--- src/rtl/bist_sched_pkg.sv ---
// Shared types and result codes for the BIST engine scheduler.
package bist_sched_pkg;

   typedef enum logic [1:0] {
      ST_IDLE   = 2'd0,
      ST_RUN    = 2'd1,
      ST_REPORT = 2'd2
   } state_e;

   localparam logic [15:0] RESULT_PASS    = 16'hFFFF;
   localparam logic [15:0] RESULT_TIMEOUT = 16'hFFFE;

endpackage

--- src/rtl/bist_sched_rr_arbiter.sv ---
// Combinational round-robin arbiter: one-hot winner, searching from last+1 upward with wrap.
module rr_arbiter #(
   parameter int NREQ = 4,
   localparam int LW  = (NREQ > 1) ? $clog2(NREQ) : 1
) (
   input  logic [NREQ-1:0] req,
   input  logic [LW-1:0]   last,
   output logic [NREQ-1:0] gnt
);

   logic [LW-1:0] idx;

   always_comb begin
      gnt = '0;
      idx = '0;
      for (int i = 1; i <= NREQ; i++) begin
         idx = LW'((int'(last) + i) % NREQ);
         if (req[idx] && (gnt == '0)) gnt[idx] = 1'b1;
      end
   end

endmodule

--- src/rtl/bist_sched.sv ---
// Shares one BIST engine among NREQ requesters with round-robin grants.
// Optional RUN watchdog enabled by defining BIST_SCHED_TIMEOUT_EN.
module bist_sched
   import bist_sched_pkg::*;
#(
   parameter int NREQ    = 4,
   parameter int SELW    = 2,
   parameter int TIMEOUT = 1024
) (
   input  logic            clk,
   input  logic            rst_n,
   input  logic            abort,
   input  logic [NREQ-1:0] req,
   output logic [NREQ-1:0] gnt,
   output logic [NREQ-1:0] done,
   output logic            pass,
   output logic [15:0]     fail_pc,
   output logic            busy,
   output logic            timeout,
   output logic            run_select,
   output logic [SELW-1:0] prog_sel,
   input  logic            eng_stop,
   input  logic            eng_error,
   input  logic [15:0]     eng_data,
   output logic [1:0]      state_dbg
);

   localparam int LW = $clog2(NREQ);

   localparam logic [1:0] IDLE   = ST_IDLE;
   localparam logic [1:0] RUN    = ST_RUN;
   localparam logic [1:0] REPORT = ST_REPORT;

   if (NREQ < 2 || NREQ > 8 || SELW < LW || TIMEOUT < 1) begin : g_bad_cfg
      $error("bist_sched: illegal parameter combination");
   end

   logic [1:0]      state;
   logic [LW-1:0]   last;
   logic [NREQ-1:0] arb_gnt;
   logic [LW-1:0]   win_idx;

   rr_arbiter #(.NREQ(NREQ)) u_arb (
      .req  (req),
      .last (last),
      .gnt  (arb_gnt)
   );

   always_comb begin
      win_idx = '0;
      for (int i = 0; i < NREQ; i++) begin
         if (arb_gnt[i]) win_idx = LW'(i);
      end
   end

   assign busy      = (state != IDLE);
   assign state_dbg = state;

`ifdef BIST_SCHED_TIMEOUT_EN
   localparam int WDW = $clog2(TIMEOUT + 1);
   logic [WDW-1:0] wdog;
   logic           timeout_q;
   logic           wd_expire;
   // wdog holds the number of completed RUN cycles, so this is the TIMEOUT-th one
   assign wd_expire = (wdog == WDW'(TIMEOUT - 1));
   assign timeout   = timeout_q;
`else
   assign timeout = 1'b0;
`endif

   always_ff @(posedge clk) begin
      if (!rst_n) begin
         state      <= IDLE;
         gnt        <= '0;
         done       <= '0;
         pass       <= 1'b0;
         fail_pc    <= '0;
         run_select <= 1'b0;
         prog_sel   <= '0;
         last       <= LW'(NREQ - 1);
`ifdef BIST_SCHED_TIMEOUT_EN
         wdog       <= '0;
         timeout_q  <= 1'b0;
`endif
      end else if (abort) begin
         // Cancel without reporting; last keeps the pre-abort priority order.
         state      <= IDLE;
         gnt        <= '0;
         done       <= '0;
         run_select <= 1'b0;
`ifdef BIST_SCHED_TIMEOUT_EN
         wdog       <= '0;
         timeout_q  <= 1'b0;
`endif
      end else begin
         done <= '0;
`ifdef BIST_SCHED_TIMEOUT_EN
         timeout_q <= 1'b0;
`endif
         case (state)
            IDLE: begin
               if (|arb_gnt) begin
                  gnt        <= arb_gnt;
                  prog_sel   <= SELW'(win_idx);
                  run_select <= 1'b1;
                  state      <= RUN;
`ifdef BIST_SCHED_TIMEOUT_EN
                  wdog       <= '0;
`endif
               end
            end
            RUN: begin
               if (eng_stop) begin
                  pass       <= !eng_error;
                  fail_pc    <= eng_data;
                  done       <= gnt;
                  run_select <= 1'b0;
                  state      <= REPORT;
               end
`ifdef BIST_SCHED_TIMEOUT_EN
               else if (wd_expire) begin
                  pass       <= 1'b0;
                  fail_pc    <= RESULT_TIMEOUT;
                  done       <= gnt;
                  run_select <= 1'b0;
                  timeout_q  <= 1'b1;
                  state      <= REPORT;
               end else begin
                  wdog <= wdog + 1'b1;
               end
`endif
            end
            REPORT: begin
               gnt   <= '0;
               last  <= prog_sel[LW-1:0];
               state <= IDLE;
            end
            default: state <= IDLE;
         endcase
      end
   end

endmodule

--- config.mk ---
export PLATFORM = sky130hd
export DESIGN_NAME = bist_sched
export DESIGN_NICKNAME = d
export VERILOG_FILES = /design/src/rtl/bist_sched_pkg.sv /design/src/rtl/bist_sched_rr_arbiter.sv /design/src/rtl/bist_sched.sv
export SDC_FILE = /design/constraint.sdc
export NUM_CORES = 1
export LEC_CHECK = 0
export BUFFER_PORTS_ARGS = -buffer_cell sky130_fd_sc_hd__buf_2
export CAP_MARGIN = 5
export CORE_MARGIN = 4
export CORE_UTILIZATION = 30
export CTS_CLUSTER_SIZE = 24
export DETAILED_ROUTE_END_ITERATION = 10
export PLACE_DENSITY = 0.61
export SETUP_SLACK_MARGIN = 0.02
export SYNTH_ARGS = -nofsm -noshare
export SYNTH_HDL_FRONTEND = slang
export SYNTH_SLANG_ARGS = --single-unit
--- constraint.sdc ---
create_clock -name clk -period 2.75 [get_ports clk]
set_input_delay 0.275 -clock clk [delete_from_list [all_inputs] [get_ports clk]]
set_output_delay 0.275 -clock clk [all_outputs]
set_load 0.03 [all_outputs]
==> results.ini <==
[critical_path]
cp_max_fo=6
start_kind=flip-flop
cp.arrival_ps=2760
endpoint_kind=flip-flop
crit_path_start=last[1]
r2r-start=last[1]
crit_type=flip-flop to flip-flop
reg2regPathDepth=9
required_ps=2950

[cts]
numClockSinks=32
numCtsBuffers=5
cts_max_level=2
cts_root_buffer=clkbuf_8
cts_setup_buffers=0
cts_tree=yes
clock_path_buffers=2
cts_resized=0
clkLatencyLatePin_ps=270
cts.reportedPaths.clkPinSlew_ps=60
hold_buffers=0

[timing]
slew_viol_final=0
min_period_over_period_pct=93.2
fin_skew_ps=4.68
fin_ws_ps=188
fin_crit_ps=2560
rsz0062_at_grt=no
setup_tns_ps=0
setup_violations=0
finalHoldViolations=0
fmax_ghz=0.390

[yosys]
avgSynthCellArea_um2=8.71
synth_area_leaders=dfxtp_1 34%, nand2_1 9.8%, a21boi_0 6.4%
syn_nets=249
synth_xor_area_share_pct=0
synth_top_family_by_area=compound AO/OA/AOI/OAI gates
synth_warnings=0
yosysTopAreaCellShare_pct=34.1
synthAdderAreaFrac_pct=5.32
syn-instance-count=216
yosys.area.top_type=dfxtp_1
ys_async_sr_fraction_pct=0
synth.distinct_cells=54
synthMuxAreaShare_pct=7.45
ys_seq_area_share_pct=34.1
synth_compound_area_share_pct=24.8
synth_simple_gate_area_share_pct=24.3
ys_ff_latch=32
synth_edf_count=0
netlist_area_mm2=0.00188
yosys_most_used_dff=dfxtp_1

[floorplan]
num_rows=28
die_width_um=87.2
fp.dieH_um=87.2
core_mm2=0.00599
ios=57
die-area_mm2=0.00760
initial_core_util_pct=31.4

[place]
dp_slack_ps=75.0
routabilityCongestion=0.835
dp_cells=342
io_buffers=55
dp_hpwl_mm=3.57

[layout]
n_fill_cell=634
finalNonFillerCells=350
final_common_cell=buf_2
drive_gt1_share_pct=31.3
most-common-layout-cells=55 x buf_2, 49 x nand2_1, 31 x dfxtp_1, 16 x a21boi_0
multi_input_area_mm2=0.00123
antenna_cells=0
regArea_um2=642
syn2layout_area_growth_pct=27.6
fin_nets=308

[drt]
drt_pass1_iterations=4
drt-initial-drc-count=99
drc_errors=0
vias_per_cell=5.12
final_antenna_net_count=0
wl_per_cell_um=14.0
wl_mm=4.91
via_count=1791

[global_routing]
overflow=0
antenna_found_initial=0
grt_pass1_vias=1649
grt_usage_pct=12.8
grt_max_degree=31
grt_pass1_wl_mm=7.99

[power_and_ir_drop]
p_clk_share_pct=32.9
peakVddDrop_mv=0.260
total_power_uw=1010
p_leak_uw=0.00101
powerDensity_mw_per_mm2=420
netSwitchingPower_uw=284
switching_share_pct=28.2
pwr-share-seq_pct=48.5
combinationalPowerShare_pct=18.6
p_int_uw=723

[worst_hold_path]
hold_class=input port to flip-flop
hold_start=eng_data[0]
min_path_cells=3

[job]
drv_cap=0

[status]
outcome=completed

[layer usage]
layer	vias to the layer above	GRT usage [%]	share of wire (%)
li1	913	-	-
met2	66	19.7	44
met1	806	18.3	48
met3	6	3.12	8.1
met5	-	0	0
met4	0	2.37	0.67
[Yosys cell counts, drive strengths merged (2+ instances only)]
library cell	n
a21boi	17
a21oi	4
a221oi	2
a31oi	5
and2	5
and2b	2
and3	4
buf	3
clkbuf	9
dfxtp	32
ha	8
inv	3
mux2	2
mux2i	2
mux4	4
nand2	49
nand2b	2
nand4	3
nor2	5
nor2b	4
nor3	5
nor4	2
nor4b	2
o2111ai	3
o211ai	5
o21a	2
o21ai	7
o31a	4
o41ai	2
or4	2
[power groups by stage]
| stage | registers, uW | logic [uW] | clock network (uW) |
|---|---|---|---|
| after CTS | 488 | 182 | 352 |
| final | 488 | 188 | 331 |
| after global routing | 490 | 207 | 368 |
| after floorplan | 520 | 99.8 | 0 |
| after global placement | 498 | 181 | 0 |
| after detailed placement | 499 | 181 | 0 |
[registers in the layout, indices dropped and copies added, names as in the netlist]
signal	count
last	2
pass	1
state_dbg	2
fail_pc	16
gnt	4
done	4
prog_sel	2
run_select	1
[per-stage QoR]
stage	instance area (um^2)	hold WS (ps)	util [%]
after floorplan	1880	420	-
after global placement	2260	448	37.7
after detailed placement	2260	457	37.7
after CTS	2340	233	39.0
after global routing	2400	250	40.1
final	2400	243	40.1
[cells by family after synthesis]
family	count (synthesis)
flops	32
simple gates	92
compound gates	59
buf+inv	16
mux	8
other cells	1
fa+ha+maj	8
[final timing paths]
path	endpoint	slack [ps]
max	prog_sel[1]	190
min	fail_pc[0]	240
max reg2reg	prog_sel[1]	190
min reg2reg	fail_pc[0]	460
[critical path: stages, from the launching register on]
cell and delay [ps]:
dfxtp_1 320, inv_1 110, ha_1 220, or4_1 570
and2_2 270, a21oi_1 210, nor3_1 90, buf_4 160
a311oi_1 320, mux2i_1 210
[cell type report]
| type | count | area share [%] |
|---|---|---|
| Inverter | 4 | 0.626 |
| Timing Repair Buffer | 63 | 14.1 |
| Multi-Input combinational cell | 169 | 51.4 |
| Clock inverter | 1 | 0.209 |
| Sequential cell | 32 | 26.7 |
| Tap cell | 75 | 3.91 |
| Clock buffer | 6 | 3.02 |
Note: power is estimated with default switching activity, not from simulation.
